$ cat src/rtl/instr_encoder.sv
// instr_encoder: turns symbolic instruction requests into 32-bit MIPS machine
// words and presents them one per output handshake at an auto-incrementing PC.
// The LI pseudo-op expands to one or two words depending on its immediate.
module instr_encoder #(
  parameter logic [31:0] BASE_ADDR = 32'h0000_3000
) (
  input  logic        clk,
  input  logic        reset,
  input  logic        in_valid,
  output logic        in_ready,
  input  logic [5:0]  in_op,
  input  logic [4:0]  in_rs,
  input  logic [4:0]  in_rt,
  input  logic [4:0]  in_rd,
  input  logic [31:0] in_imm,
  output logic        out_valid,
  input  logic        out_ready,
  output logic [31:0] out_instr,
  output logic [31:0] out_addr,
  output logic        err
);

  localparam logic [1:0] IDLE  = 2'd0;
  localparam logic [1:0] EMIT1 = 2'd1;
  localparam logic [1:0] EMIT2 = 2'd2;

  localparam logic [5:0] OP_NOP     = 6'd0;
  localparam logic [5:0] OP_ADD     = 6'd1;
  localparam logic [5:0] OP_SUB     = 6'd2;
  localparam logic [5:0] OP_AND     = 6'd3;
  localparam logic [5:0] OP_OR      = 6'd4;
  localparam logic [5:0] OP_SLT     = 6'd5;
  localparam logic [5:0] OP_SLTU    = 6'd6;
  localparam logic [5:0] OP_MULT    = 6'd7;
  localparam logic [5:0] OP_MULTU   = 6'd8;
  localparam logic [5:0] OP_DIV     = 6'd9;
  localparam logic [5:0] OP_DIVU    = 6'd10;
  localparam logic [5:0] OP_MFHI    = 6'd11;
  localparam logic [5:0] OP_MFLO    = 6'd12;
  localparam logic [5:0] OP_MTHI    = 6'd13;
  localparam logic [5:0] OP_MTLO    = 6'd14;
  localparam logic [5:0] OP_JR      = 6'd15;
  localparam logic [5:0] OP_SYSCALL = 6'd16;
  localparam logic [5:0] OP_MFC0    = 6'd17;
  localparam logic [5:0] OP_MTC0    = 6'd18;
  localparam logic [5:0] OP_ERET    = 6'd19;
  localparam logic [5:0] OP_ADDI    = 6'd20;
  localparam logic [5:0] OP_ANDI    = 6'd21;
  localparam logic [5:0] OP_ORI     = 6'd22;
  localparam logic [5:0] OP_LUI     = 6'd23;
  localparam logic [5:0] OP_LW      = 6'd24;
  localparam logic [5:0] OP_LH      = 6'd25;
  localparam logic [5:0] OP_LB      = 6'd26;
  localparam logic [5:0] OP_SW      = 6'd27;
  localparam logic [5:0] OP_SH      = 6'd28;
  localparam logic [5:0] OP_SB      = 6'd29;
  localparam logic [5:0] OP_BEQ     = 6'd30;
  localparam logic [5:0] OP_BNE     = 6'd31;
  localparam logic [5:0] OP_JAL     = 6'd32;
  localparam logic [5:0] OP_LI      = 6'd33;

  localparam logic [5:0] OPC_SPECIAL = 6'h00;
  localparam logic [5:0] OPC_COP0    = 6'h10;
  localparam logic [5:0] OPC_ORI     = 6'h0D;
  localparam logic [5:0] OPC_LUI     = 6'h0F;

  logic [1:0]  state;
  logic [31:0] pend_instr;
  logic        pend_two;

  logic        legal;
  logic        two_word;
  logic [31:0] word1;
  logic [31:0] word2;
  logic [15:0] imm_hi;
  logic [15:0] imm_lo;

  assign in_ready = (state == IDLE);
  assign imm_hi   = in_imm[31:16];
  assign imm_lo   = in_imm[15:0];

  // Encode the current request; unused fields and shamt are held at zero.
  always_comb begin
    legal    = 1'b1;
    two_word = 1'b0;
    word1    = '0;
    word2    = '0;
    case (in_op)
      OP_NOP:     word1 = '0;
      OP_ADD:     word1 = {OPC_SPECIAL, in_rs, in_rt, in_rd, 5'd0, 6'h20};
      OP_SUB:     word1 = {OPC_SPECIAL, in_rs, in_rt, in_rd, 5'd0, 6'h22};
      OP_AND:     word1 = {OPC_SPECIAL, in_rs, in_rt, in_rd, 5'd0, 6'h24};
      OP_OR:      word1 = {OPC_SPECIAL, in_rs, in_rt, in_rd, 5'd0, 6'h25};
      OP_SLT:     word1 = {OPC_SPECIAL, in_rs, in_rt, in_rd, 5'd0, 6'h2A};
      OP_SLTU:    word1 = {OPC_SPECIAL, in_rs, in_rt, in_rd, 5'd0, 6'h2B};
      OP_MULT:    word1 = {OPC_SPECIAL, in_rs, in_rt, 10'd0, 6'h18};
      OP_MULTU:   word1 = {OPC_SPECIAL, in_rs, in_rt, 10'd0, 6'h19};
      OP_DIV:     word1 = {OPC_SPECIAL, in_rs, in_rt, 10'd0, 6'h1A};
      OP_DIVU:    word1 = {OPC_SPECIAL, in_rs, in_rt, 10'd0, 6'h1B};
      OP_MFHI:    word1 = {OPC_SPECIAL, 10'd0, in_rd, 5'd0, 6'h10};
      OP_MFLO:    word1 = {OPC_SPECIAL, 10'd0, in_rd, 5'd0, 6'h12};
      OP_MTHI:    word1 = {OPC_SPECIAL, in_rs, 15'd0, 6'h11};
      OP_MTLO:    word1 = {OPC_SPECIAL, in_rs, 15'd0, 6'h13};
      OP_JR:      word1 = {OPC_SPECIAL, in_rs, 15'd0, 6'h08};
      OP_SYSCALL: word1 = 32'h0000_000C;
      OP_MFC0:    word1 = {OPC_COP0, 5'b00000, in_rt, in_rd, 11'd0};
      OP_MTC0:    word1 = {OPC_COP0, 5'b00100, in_rt, in_rd, 11'd0};
      OP_ERET:    word1 = 32'h4200_0018;
      OP_ADDI:    word1 = {6'h08, in_rs, in_rt, imm_lo};
      OP_ANDI:    word1 = {6'h0C, in_rs, in_rt, imm_lo};
      OP_ORI:     word1 = {OPC_ORI, in_rs, in_rt, imm_lo};
      OP_LUI:     word1 = {OPC_LUI, 5'd0, in_rt, imm_lo};
      OP_LW:      word1 = {6'h23, in_rs, in_rt, imm_lo};
      OP_LH:      word1 = {6'h21, in_rs, in_rt, imm_lo};
      OP_LB:      word1 = {6'h20, in_rs, in_rt, imm_lo};
      OP_SW:      word1 = {6'h2B, in_rs, in_rt, imm_lo};
      OP_SH:      word1 = {6'h29, in_rs, in_rt, imm_lo};
      OP_SB:      word1 = {6'h28, in_rs, in_rt, imm_lo};
      OP_BEQ:     word1 = {6'h04, in_rs, in_rt, imm_lo};
      OP_BNE:     word1 = {6'h05, in_rs, in_rt, imm_lo};
      OP_JAL:     word1 = {6'h03, in_imm[25:0]};
      OP_LI: begin
        // Small values need only ORI, low-half-zero values only LUI;
        // everything else is LUI followed by ORI into the same register.
        if (imm_hi == 16'd0) begin
          word1 = {OPC_ORI, 5'd0, in_rt, imm_lo};
        end else if (imm_lo == 16'd0) begin
          word1 = {OPC_LUI, 5'd0, in_rt, imm_hi};
        end else begin
          word1    = {OPC_LUI, 5'd0, in_rt, imm_hi};
          word2    = {OPC_ORI, in_rt, in_rt, imm_lo};
          two_word = 1'b1;
        end
      end
      default:    legal = 1'b0;
    endcase
  end

  // Request acceptance, output handshake sequencing and PC advance.
  always_ff @(posedge clk or negedge reset) begin
    if (!reset) begin
      state      <= IDLE;
      out_valid  <= 1'b0;
      out_instr  <= '0;
      out_addr   <= BASE_ADDR;
      err        <= 1'b0;
      pend_instr <= '0;
      pend_two   <= 1'b0;
    end else begin
      err <= 1'b0;
      case (state)
        IDLE: begin
          if (in_valid) begin
            if (legal) begin
              out_instr  <= word1;
              pend_instr <= word2;
              pend_two   <= two_word;
              out_valid  <= 1'b1;
              state      <= EMIT1;
            end else begin
              err <= 1'b1;
            end
          end
        end
        EMIT1: begin
          if (out_ready) begin
            out_addr <= out_addr + 32'd4;
            if (pend_two) begin
              out_instr <= pend_instr;
              state     <= EMIT2;
            end else begin
              out_valid <= 1'b0;
              state     <= IDLE;
            end
          end
        end
        EMIT2: begin
          if (out_ready) begin
            out_addr  <= out_addr + 32'd4;
            out_valid <= 1'b0;
            state     <= IDLE;
          end
        end
        default: begin
          out_valid <= 1'b0;
          state     <= IDLE;
        end
      endcase
    end
  end

endmodule

$ cat config.mk
export PLATFORM = sky130hd
export DESIGN_NAME = instr_encoder
export DESIGN_NICKNAME = d
export VERILOG_FILES = /design/src/rtl/instr_encoder.sv
export SDC_FILE = /design/constraint.sdc
export NUM_CORES = 1
export LEC_CHECK = 0
export BUFFER_PORTS_ARGS = -buffer_cell sky130_fd_sc_hd__buf_2
export CELL_PAD_IN_SITES_DETAIL_PLACEMENT = 0
export CELL_PAD_IN_SITES_GLOBAL_PLACEMENT = 1
export CORE_MARGIN = 2
export CORE_UTILIZATION = 25
export DETAILED_ROUTE_END_ITERATION = 6
export PLACE_DENSITY = 0.58
export SLEW_MARGIN = 20
export SYNTH_ARGS = -nofsm -noshare
export SYNTH_HDL_FRONTEND = slang
export SYNTH_SLANG_ARGS = --single-unit
$ cat constraint.sdc
create_clock -name clk -period 2.8 [get_ports clk]
set_clock_uncertainty 0.05 [all_clocks]
set_input_delay 0.28 -clock clk [delete_from_list [all_inputs] [get_ports clk]]
set_output_delay 0.28 -clock clk [all_outputs]
set_load 0.005 [all_outputs]
==> impl_metrics.py, run 1 <==
metrics = {
    "run_status": {
        "run_status": "complete, but fails checks",
        "violations": "DRC",
    },
    "die": {
        "fp.dieW_um": 140.1,
        "fp.dieArea_um2": 19640,
        "boundaryPins": 124,
        "core_area_um2": 18090,
        "floorplan.die.height_um": 140.1,
        "initial_core_util": 0.2562,
        "floorplan.rows": 49,
    },
    "worst_setup_path": {
        "worst_setup_path_start_kind": "flop",
        "timing_worst_setup_path_type": "reg -> reg",
        "r2r_setup_slack_ns": 0.32,
        "ff2ff_path_depth": 7,
        "critical_path.top_delay_family": "compound AO/OA/AOI/OAI gates",
        "timing.critical_path.from": "state[0]",
        "cp_data_arrival_time_ns": 2.69,
        "worstPathMaxFanout": 22,
        "worstSetupPathDepth": 7,
        "worstSetupEndpoint": "out_instr[3]",
        "critical_path_cell_by_cell": "inv_1 > ha_1 > and2_1 > a2bb2oi_2 > a21o_1 > a22oi_1 > o211ai_1",
        "worst-path-buf-inv": 1,
        "worstReg2RegStart": "state[0]",
        "critPathCaptureType": "flop",
        "rr_endpoint": "out_instr[3]",
        "critPathSlowestCell": "sky130_fd_sc_hd__a21o_1",
        "worst_ep_required_time_ns": 3.01,
        "critPathMaxStageDelay_ns": 0.68,
    },
    "clock_tree": {
        "cts_resized": 0,
        "clkSlewWorstSetupHoldPaths_ns": 0.06,
        "htree_num_levels": 3,
        "cts_tree": "yes",
        "clockRootBuffer": "sky130_fd_sc_hd__clkbuf_16",
        "clock_latency_ns": 0.34,
        "cts_inserted_buffers": 9,
        "clock_sink_count": 88,
        "cts-root-to-sink-buffers": 2,
        "hold_buffers": 1,
        "postCtsSetupRepairBufs": 0,
    },
    "yosys": {
        "synth_register_bits": 88,
        "synth.cell_area_um2": 4633,
        "count_of_flip_flops_with_a_built_in_enable_after_synthesis": 0,
        "postSynthCellCount": 440,
        "synth_async_sr_flop_share": 1.000,
        "netlist-cell-type-count": 66,
        "dominantRegCellSynth": "sky130_fd_sc_hd__dfrtp_1",
        "ys_seq_area_frac": 0.4758,
        "yosysWarnings": 0,
        "avgSynthCellArea_um2": 10.53,
    },
    "timing": {
        "hold_violations": 0,
        "report.final.slew_viol_count": 0,
        "timing.final.setup_violations": 0,
        "fmaxAchievable_mhz": 402.4,
        "unrepaired_setup_endpoints_after_global_routing": "no",
        "final.period_utilization": 0.8875,
        "slew_headroom": 0.4525,
        "finalCriticalPeriod_ns": 2.485,
        "tightest_slew_ns": 0.8212,
        "total_negative_slack_for_setup_checks_ns": 0,
    },
    "placement": {
        "dp_hpwl_um": 11520,
        "place.gp.congestion": 0.8268,
        "numPortBuffers": 121,
        "placed_area_um2": 5557,
    },
    "drt": {
        "drt-wirelength-per-cell_um": 19.06,
        "detail_route.first_pass.iterations": 7,
        "first_iter_violations": 297,
        "routed_wirelength_um": 15290,
        "routed_via_density": 5.153,
        "antenna_left": 0,
        "drc": 20,
        "routed_via_count": 4133,
    },
    "power": {
        "power.density_cell_area_nw_per_um2": 695.6,
        "ir_worst_vdd_uv": 222.0,
        "total_leakage_power_uw": 0.002702,
    },
    "layout": {
        "layout-drive-gt1-share": 0.3135,
        "final_common_cell": "sky130_fd_sc_hd__buf_2",
        "num-nets-final": 628,
        "stdcell_area_um2": 5859,
        "most-common-layout-cells": "sky130_fd_sc_hd__buf_2 (120), sky130_fd_sc_hd__dfrtp_1 (86), sky130_fd_sc_hd__nand2_1 (36)",
        "flow.area_growth_from_synthesis_pct": 26.47,
    },
    "grt": {
        "grt_use_total": 0.1563,
        "wire_length_of_the_first_global_routing_pass_um": 23610,
        "grt_max_degree": 47,
        "gr-total-overflow": 0,
        "grt_antenna_before_repair": 0,
        "first_global_vias": 4030,
    },
    "worst_hold_path": {
        "timing.hold.worst.class": "in -> reg",
        "hold_start": "in_rs[3]",
    },
    "run": {
        "maxcap_viol_count": 0,
    },
}
-- where the power goes --
part	internal [uW]	leakage, uW	switching (uW)
logic	557	0.00140	592
registers	1530	0.00116	202
clock network	706	0.000145	488
total	2790	0.00270	1280
-- layer usage --
metal / routed length, um / up-vias / track usage / share of wire
met5: 0 / - / 0 / 0
met4: 291 / 0 / 0.05263 / 0.019
met3: 796 / 19 / 0.02940 / 0.052
met2: 7105 / 128 / 0.2481 / 0.46
met1: 7094 / 2050 / 0.2152 / 0.46
li1: - / 1936 / - / -
-- cells by family (layout without fill, tap and decap cells) --
| family | count (synthesis) | after routing | synth area share |
|---|---|---|---|
| XOR/XNOR | 31 | 31 | 0.05860 |
| AO/OA/AOI/OAI | 135 | 135 | 0.2398 |
| other | 1 | 4 | 0.0008094 |
| buffers and inverters | 35 | 165 | 0.03511 |
| multiplexers | 5 | 5 | 0.01188 |
| adder cells (fa/ha/maj) | 4 | 4 | 0.01080 |
| AND/OR/NAND/NOR | 141 | 141 | 0.1672 |
| flip-flops | 88 | 88 | 0.4758 |
-- worst min path at each step --
stage	slack [ns]	to	cells after the start
2_1_floorplan	-0.07	err	0
3_3_place_gp	0.28	out_addr[28]	1
3_5_place_dp	0.30	out_instr[22]	1
4_1_cts	0.10	out_instr[24]	2
5_1_grt	0.10	out_instr[22]	2
6_report	0.11	out_instr[24]	2
-- cells in the mapped netlist (6+ instances only) --
library cell | n | area share
sky130_fd_sc_hd__dfrtp_1 | 86 | 0.46
sky130_fd_sc_hd__nand2_1 | 36 | 0.029
sky130_fd_sc_hd__a22o_1 | 26 | 0.049
sky130_fd_sc_hd__nand3_1 | 24 | 0.026
sky130_fd_sc_hd__xnor2_1 | 24 | 0.045
sky130_fd_sc_hd__nor2_1 | 17 | 0.014
sky130_fd_sc_hd__o211ai_1 | 15 | 0.024
sky130_fd_sc_hd__a22oi_1 | 13 | 0.021
sky130_fd_sc_hd__o21ai_0 | 13 | 0.014
sky130_fd_sc_hd__a32oi_1 | 12 | 0.023
sky130_fd_sc_hd__clkbuf_1 | 12 | 0.0097
sky130_fd_sc_hd__buf_2 | 10 | 0.011
sky130_fd_sc_hd__a21oi_1 | 9 | 0.0097
sky130_fd_sc_hd__nor4_1 | 9 | 0.012
sky130_fd_sc_hd__and3_1 | 8 | 0.011
sky130_fd_sc_hd__a221o_1 | 7 | 0.015
sky130_fd_sc_hd__nand2b_1 | 7 | 0.0095
sky130_fd_sc_hd__xor2_1 | 7 | 0.013
sky130_fd_sc_hd__inv_1 | 6 | 0.0049
-- per-stage QoR --
| stage | power, uW | setup WS, ns | cells | utilization | hold WS (ns) |
|---|---|---|---|---|---|
| floorplan | 2330 | 0.7441 | 441 | - | -0.06559 |
| global placement | 2899 | 0.3459 | 784 | 0.3072 | 0.2848 |
| detailed placement | 2924 | 0.3174 | 784 | 0.3072 | 0.3036 |
| CTS | 4142 | 0.3031 | 800 | 0.3237 | 0.1002 |
| global route | 4325 | 0.1454 | 800 | 0.3237 | 0.1017 |
| finish | 4076 | 0.3150 | 802 | 0.3240 | 0.1131 |
-- state kept, by name (all words and copies together), names as in the netlist --
register    cells
out_instr      32
out_addr       30
pend_instr     21
state           2
err             1
out_valid       1
pend_two        1
-- layout make-up --
type	instances	area, um2
inverters	6	22.52
clock buffers	11	242.7
fillers	1886	12230
multi-input cells	318	2270
repair buffers	144	783.3
diodes	2	5.005
flip-flops and latches	88	2205
clock inverters	4	45.04
well taps	229	286.5
Note: power is estimated with default switching activity, not from simulation.
==> inputs of run 2 (changes only) <==
--- a/config.mk
+++ b/config.mk
@@ -11,7 +11,7 @@
 export CORE_MARGIN = 2
 export CORE_UTILIZATION = 25
 export DETAILED_ROUTE_END_ITERATION = 6
-export PLACE_DENSITY = 0.58
+export PLACE_DENSITY_LB_ADDON = 0.12
 export SLEW_MARGIN = 20
 export SYNTH_ARGS = -nofsm -noshare
 export SYNTH_HDL_FRONTEND = slang
==> impl_metrics.py, run 2 (synthesized netlist as in run 1, its figures left out) <==
metrics = {
    "timing": {
        "fmaxAchievable_mhz": 425.4,
        "timing.final.setup_violations": 0,
        "hold_violations": 0,
        "unrepaired_setup_endpoints_after_global_routing": "no",
        "tightest_slew_ns": 0.6392,
        "finalCriticalPeriod_ns": 2.351,
        "total_negative_slack_for_setup_checks_ns": 0,
        "slew_headroom": 0.5699,
        "worst_path_setup_slack_after_routing_ns": 0.4495,
        "report.final.slew_viol_count": 0,
        "final.period_utilization": 0.8395,
    },
    "die": {
        "floorplan.rows": 49,
        "core_area_um2": 18090,
        "floorplan.die.height_um": 140.1,
        "initial_core_util": 0.2562,
        "fp.dieW_um": 140.1,
        "fp.dieArea_um2": 19640,
        "boundaryPins": 124,
    },
    "grt": {
        "grt_antenna_before_repair": 0,
        "wire_length_of_the_first_global_routing_pass_um": 24550,
        "first_global_vias": 4192,
        "gr-total-overflow": 0,
        "grt_use_total": 0.1617,
        "grt_max_degree": 56,
    },
    "power": {
        "switch_share": 0.3134,
        "ir_worst_vdd_uv": 301.2,
        "seqPwrFrac": 0.423,
        "power_uw": 4073,
        "power.density_cell_area_nw_per_um2": 691.5,
        "clkPwrFrac": 0.298,
        "combinational_cell_fraction_of_total_power": 0.280,
        "intPower_uw": 2796,
        "total_leakage_power_uw": 0.002716,
        "switching_pwr_uw": 1276,
    },
    "layout": {
        "seq_area_um2": 2205,
        "final_common_cell": "sky130_fd_sc_hd__buf_2",
        "flow.area_growth_from_synthesis_pct": 27.11,
        "top_regs": "out_instr (32), out_addr (30), pend_instr (21)",
        "fill_count": 1869,
        "diodes": 0,
        "largest-register": "out_instr",
        "finish.utilization": 0.3256,
        "multiInputGateArea_um2": 2270,
        "num-nets-final": 630,
        "stdcell_area_um2": 5889,
        "layout-drive-gt1-share": 0.3176,
        "most-common-layout-cells": "sky130_fd_sc_hd__buf_2 (120), sky130_fd_sc_hd__dfrtp_1 (86), sky130_fd_sc_hd__nand2_1 (36)",
        "largest_reg_flops": 32,
    },
    "drt": {
        "drc": 6,
        "routed_via_density": 5.222,
        "routed_via_count": 4188,
        "antenna_left": 0,
        "routed_wirelength_um": 15530,
        "detail_route.first_pass.iterations": 7,
        "drt-wirelength-per-cell_um": 19.37,
        "first_iter_violations": 310,
    },
    "run": {
        "maxcap_viol_count": 0,
    },
    "worst_hold_path": {
        "hold_start": "in_rs[3]",
        "timing.hold.worst.class": "in -> reg",
        "holdPathEnd": "out_instr[24]",
        "holdPathStages": 2,
    },
    "clock_tree": {
        "htree_num_levels": 3,
        "clockRootBuffer": "sky130_fd_sc_hd__clkbuf_16",
        "postCtsSetupRepairBufs": 0,
        "clock_latency_ns": 0.34,
        "hold_buffers": 1,
        "cts_resized": 0,
        "cts-root-to-sink-buffers": 2,
        "clock_sink_count": 88,
        "clkSlewWorstSetupHoldPaths_ns": 0.07,
        "cts_tree": "yes",
        "cts_inserted_buffers": 9,
    },
    "worst_setup_path": {
        "critPathCaptureType": "flop",
        "timing_worst_setup_path_type": "reg -> reg",
        "ff2ff_path_depth": 7,
        "worst_setup_path_start_kind": "flop",
        "rr_endpoint": "out_addr[27]",
        "cp_data_arrival_time_ns": 2.53,
        "r2r_setup_slack_ns": 0.45,
        "worst_ep_required_time_ns": 2.98,
        "worstReg2RegStart": "state[1]",
        "worstPathMaxFanout": 6,
    },
    "placement": {
        "dp_slack_ns": 0.4080,
        "dp_hpwl_um": 11510,
        "place.gp.congestion": 0.7927,
        "numPortBuffers": 121,
        "placed_area_um2": 5584,
    },
    "run_status": {
        "run_status": "complete, but fails checks",
        "violations": "DRC",
    },
}
run 2: changes by cell type in the layout (fill, tap and decap cells not counted), sizes merged:
cell | before | now
buf | 143 | 145
diode | 2 | 0
clkbuf | 11 | 10
clkinv | 3 | 2
clkinvlp | 0 | 1
inv | 6 | 7
run 2: worst max-delay path by stage:
stage	startpoint	to	cells after the start
after floorplan	state[0]	out_addr[27]	7
after global placement	state[0]	out_addr[27]	7
after detailed placement	state[0]	out_addr[27]	7
after CTS	state[1]	out_addr[27]	7
after global routing	state[1]	out_addr[27]	7
final	state[1]	out_addr[27]	7
run 2: worst max-delay path, stage by stage, from the launching register on:
cell and delay [ns]:
sky130_fd_sc_hd__dfrtp_1 0.37, sky130_fd_sc_hd__inv_1 0.07, sky130_fd_sc_hd__ha_1 0.31, sky130_fd_sc_hd__nand4_1 0.14, sky130_fd_sc_hd__or2_2 0.35, sky130_fd_sc_hd__nor4_2 0.60
sky130_fd_sc_hd__nand4_1 0.19, sky130_fd_sc_hd__xnor2_1 0.15
run 2: area by class of cell:
cell class | count | area share
sequential | 88 | 0.3743
tap | 229 | 0.04865
multi-input combinational | 318 | 0.3854
timing repair buffer | 146 | 0.1377
inverter | 6 | 0.003824
clock inverter | 5 | 0.009560
clock buffer | 10 | 0.04058
run 2: per-layer routing:
metal | GRT usage | up-vias | share of wire
li1 | - | 1944 | -
met1 | 0.2279 | 2079 | 0.47
met2 | 0.2476 | 144 | 0.46
met3 | 0.03624 | 21 | 0.052
met4 | 0.05157 | 0 | 0.018
met5 | 0 | - | 0
run 2: power by group through the flow:
stage / logic (uW) / clock network (uW) / registers [uW]
after floorplan: 599 / 0 / 1730
after global placement: 1160 / 0 / 1740
after detailed placement: 1160 / 0 / 1740
after CTS: 1160 / 1260 / 1730
after global routing: 1260 / 1320 / 1760
final: 1140 / 1210 / 1720
run 2: through the flow:
stage	std cells	hold WS [ns]
3_5_place_dp	786	0.2298
3_3_place_gp	786	0.2226
2_1_floorplan	441	-0.06559
5_1_grt	802	0.1058
4_1_cts	802	0.1000
6_report	802	0.1171
==> inputs of run 3 (changes only) <==
--- a/config.mk
+++ b/config.mk
@@ -5,6 +5,7 @@
 export SDC_FILE = /design/constraint.sdc
 export NUM_CORES = 1
 export LEC_CHECK = 0
+export ABC_AREA = 1
 export BUFFER_PORTS_ARGS = -buffer_cell sky130_fd_sc_hd__buf_2
 export CELL_PAD_IN_SITES_DETAIL_PLACEMENT = 0
 export CELL_PAD_IN_SITES_GLOBAL_PLACEMENT = 1
==> constraint.sdc (replaced) <==
create_clock -name clk -period 2.4 [get_ports clk]
set_clock_uncertainty 0.05 [all_clocks]
set_input_delay 0.24 -clock clk [delete_from_list [all_inputs] [get_ports clk]]
set_output_delay 0.24 -clock clk [all_outputs]
set_load 0.005 [all_outputs]
==> impl_metrics.py, run 3 <==
metrics = {
    "timing": {
        "final.period_utilization": 0.9153,
        "unrepaired_setup_endpoints_after_global_routing": "yes",
        "hold_violations": 0,
        "timing.final.setup_violations": 0,
        "fmaxAchievable_mhz": 455.2,
        "finalCriticalPeriod_ns": 2.197,
        "whs_ns": 0.1328,
        "total_negative_slack_for_setup_checks_ns": 0,
        "report.final.slew_viol_count": 0,
    },
    "yosys": {
        "synthMuxAreaShare": 0,
        "yosysWarnings": 0,
        "count_of_flip_flops_with_a_built_in_enable_after_synthesis": 0,
        "netlist-cell-type-count": 42,
        "synth_async_sr_flop_share": 1.000,
        "xor_xnor_share_of_the_synthesized_area": 0.03962,
        "yosys.area.top_type_share": 0.3357,
        "synth_common_cells": "sky130_fd_sc_hd__nand2_1 (327), sky130_fd_sc_hd__nand3_1 (137), sky130_fd_sc_hd__nor2_1 (102), sky130_fd_sc_hd__dfrtp_1 (86), sky130_fd_sc_hd__inv_1 (84)",
        "postSynthCellCount": 987,
        "adder_cell_area_share_of_the_yosys_netlist": 0.007806,
        "ys_seq_area_frac": 0.3439,
        "dominantRegCellSynth": "sky130_fd_sc_hd__dfrtp_1",
        "synth.cell_area_um2": 6411,
        "synth_register_bits": 88,
        "synth_top_family_by_area": "simple AND/OR/NAND/NOR gates",
        "post_synthesis_compound_gate_area_fraction": 0.09836,
        "avgSynthCellArea_um2": 6.496,
        "synth_simple_gate_area_share": 0.4180,
        "yosys.area.top_type": "sky130_fd_sc_hd__dfrtp_1",
        "synth.area.top_cells": "sky130_fd_sc_hd__dfrtp_1 (34%), sky130_fd_sc_hd__nand2_1 (19%), sky130_fd_sc_hd__nand3_1 (11%), sky130_fd_sc_hd__nor2_1 (6.0%), sky130_fd_sc_hd__inv_1 (4.9%)",
        "cell_with_the_most_instances_after_synthesis": "sky130_fd_sc_hd__nand2_1",
    },
    "layout": {
        "layout-drive-gt1-share": 0.1935,
        "stdcell_area_um2": 7855,
        "multiInputGateArea_um2": 3654,
        "most-common-layout-cells": "sky130_fd_sc_hd__nand2_1 (327), sky130_fd_sc_hd__nand3_1 (137), sky130_fd_sc_hd__buf_2 (120)",
        "top_regs": "out_instr (32), out_addr (30), pend_instr (21)",
        "largest-register": "out_instr",
        "largest_reg_flops": 32,
        "fill_count": 2819,
        "seq_area_um2": 2205,
        "num-nets-final": 1172,
        "final_common_cell": "sky130_fd_sc_hd__nand2_1",
        "diodes": 0,
        "instances_no_fill": 1446,
        "finish.utilization": 0.3119,
        "flow.area_growth_from_synthesis_pct": 22.52,
    },
    "drt": {
        "first_iter_violations": 438,
        "routed_wirelength_um": 23950,
        "routed_via_count": 6708,
        "routed_via_density": 4.639,
        "drc": 0,
        "antenna_left": 0,
        "detail_route.first_pass.iterations": 5,
        "drt-wirelength-per-cell_um": 16.56,
    },
    "worst_setup_path": {
        "timing.critical_path.from": "state[0]",
        "timing_worst_setup_path_type": "reg -> reg",
        "cp_data_arrival_time_ns": 2.39,
        "critPathCaptureType": "flop",
        "worst-path-buf-inv": 2,
        "critPathSlowestCell": "sky130_fd_sc_hd__dfrtp_1",
        "worstPathMaxFanout": 4,
        "critical_path_cell_by_cell": "inv_1 > ha_1 > nand2_1 > inv_1 > nand2_1 > nor3_1 > nand4_1 > nor2_4 > nand3_1 > xnor2_1",
        "worst_ep_required_time_ns": 2.59,
        "worst_setup_path_start_kind": "flop",
        "worstReg2RegStart": "state[0]",
        "critical_path.top_delay_family": "simple AND/OR/NAND/NOR gates",
        "r2r_setup_slack_ns": 0.20,
        "critPathMaxStageDelay_ns": 0.38,
    },
    "worst_hold_path": {
        "hold_start": "in_imm[6]",
        "timing.hold.worst.class": "in -> reg",
    },
    "power": {
        "intPower_uw": 3410,
        "clkPwrFrac": 0.247,
        "seqPwrFrac": 0.364,
        "switching_pwr_uw": 2273,
        "ir_worst_vdd_uv": 344.2,
        "switch_share": 0.4000,
        "total_leakage_power_uw": 0.004332,
        "power.density_cell_area_nw_per_um2": 723.5,
        "combinational_cell_fraction_of_total_power": 0.389,
    },
    "grt": {
        "gr-total-overflow": 0,
        "first_global_vias": 6540,
        "grt_use_total": 0.1814,
        "grt_max_degree": 47,
        "grt_antenna_before_repair": 0,
        "wire_length_of_the_first_global_routing_pass_um": 37420,
    },
    "run_status": {
        "run_status": "finished, final reports clean",
    },
    "clock_tree": {
        "cts-root-to-sink-buffers": 2,
        "clock_sink_count": 88,
        "postCtsSetupRepairBufs": 0,
        "clkSlewWorstSetupHoldPaths_ns": 0.08,
        "htree_num_levels": 3,
        "cts_inserted_buffers": 9,
        "clock_latency_ns": 0.35,
        "clockRootBuffer": "sky130_fd_sc_hd__clkbuf_16",
        "cts_tree": "yes",
    },
    "placement": {
        "numPortBuffers": 121,
        "place_inst": 1429,
        "dp_hpwl_um": 18250,
        "placed_area_um2": 7535,
        "place.gp.congestion": 0.8513,
    },
    "die": {
        "fp.dieArea_um2": 26940,
        "initial_core_util": 0.2546,
        "boundaryPins": 124,
        "floorplan.rows": 58,
        "fp.dieW_um": 164.1,
        "core_area_um2": 25180,
        "floorplan.die.height_um": 164.1,
    },
    "run": {
        "maxcap_viol_count": 0,
    },
}
==> run 3: final cells by class <==
type,instances,share of cell area
clock buffer,9,0.02867
tap,330,0.05256
sequential,88,0.2807
inverter,91,0.04380
timing repair buffer,160,0.1214
multi-input combinational,761,0.4651
clock inverter,7,0.007805
==> run 3: stage by stage <==
step | total power (uW) | setup slack (ns)
after floorplan | 3373 | 0.3893
after global placement | 4367 | 0.1238
after detailed placement | 4360 | 0.04270
after CTS | 5801 | 0.03558
after global routing | 6164 | -0.01977
final | 5683 | 0.2032
==> run 3: cell families (layout without fill, tap and decap cells) <==
family	Yosys count	after routing
compound gates	103	103
xor+xnor	29	29
buf+inv	139	267
fa+ha+maj	4	4
simple gates	623	623
other cells	1	2
flops	88	88
==> run 3: worst reg2reg max path, delay by kind of cell, from the launching register on <==
family	cells	cell delay [ns]
simple gates	6	1.07
flops	1	0.38
fa+ha+maj	1	0.27
buf+inv	2	0.19
xor+xnor	1	0.13
==> run 3: what timing repair did <==
item | CTS | global route
hold buffers | 1 | 0
gates resized for setup | 0 | 6
endpoints found under the hold margin | 19 | 0
setup endpoints to repair | 0 | 8
==> run 3: power by group through the flow <==
stage,sequential [uW],clock [uW],combinational [uW]
after floorplan,2080,0,1300
after global placement,2110,0,2260
after detailed placement,2100,0,2260
after CTS,2080,1460,2260
after global routing,2130,1510,2530
final,2070,1400,2210
==> run 3: worst paths after layout <==
kind,to,cells past startpoint
max,out_addr[31],10
min,pend_instr[6],3
max reg2reg,out_addr[31],10
min reg2reg,out_instr[9],2
max in group asynchronous,out_addr[12],3
min in group asynchronous,out_instr[1],2
==> run 3: routing by layer <==
metal / wire length [um] / vias to the layer above / global-route usage
li1: - / 3423 / -
met1: 11480 / 3102 / 0.2554
met2: 10840 / 155 / 0.2889
met3: 1065 / 28 / 0.02222
met4: 566 / 0 / 0.05582
met5: 0 / - / 0
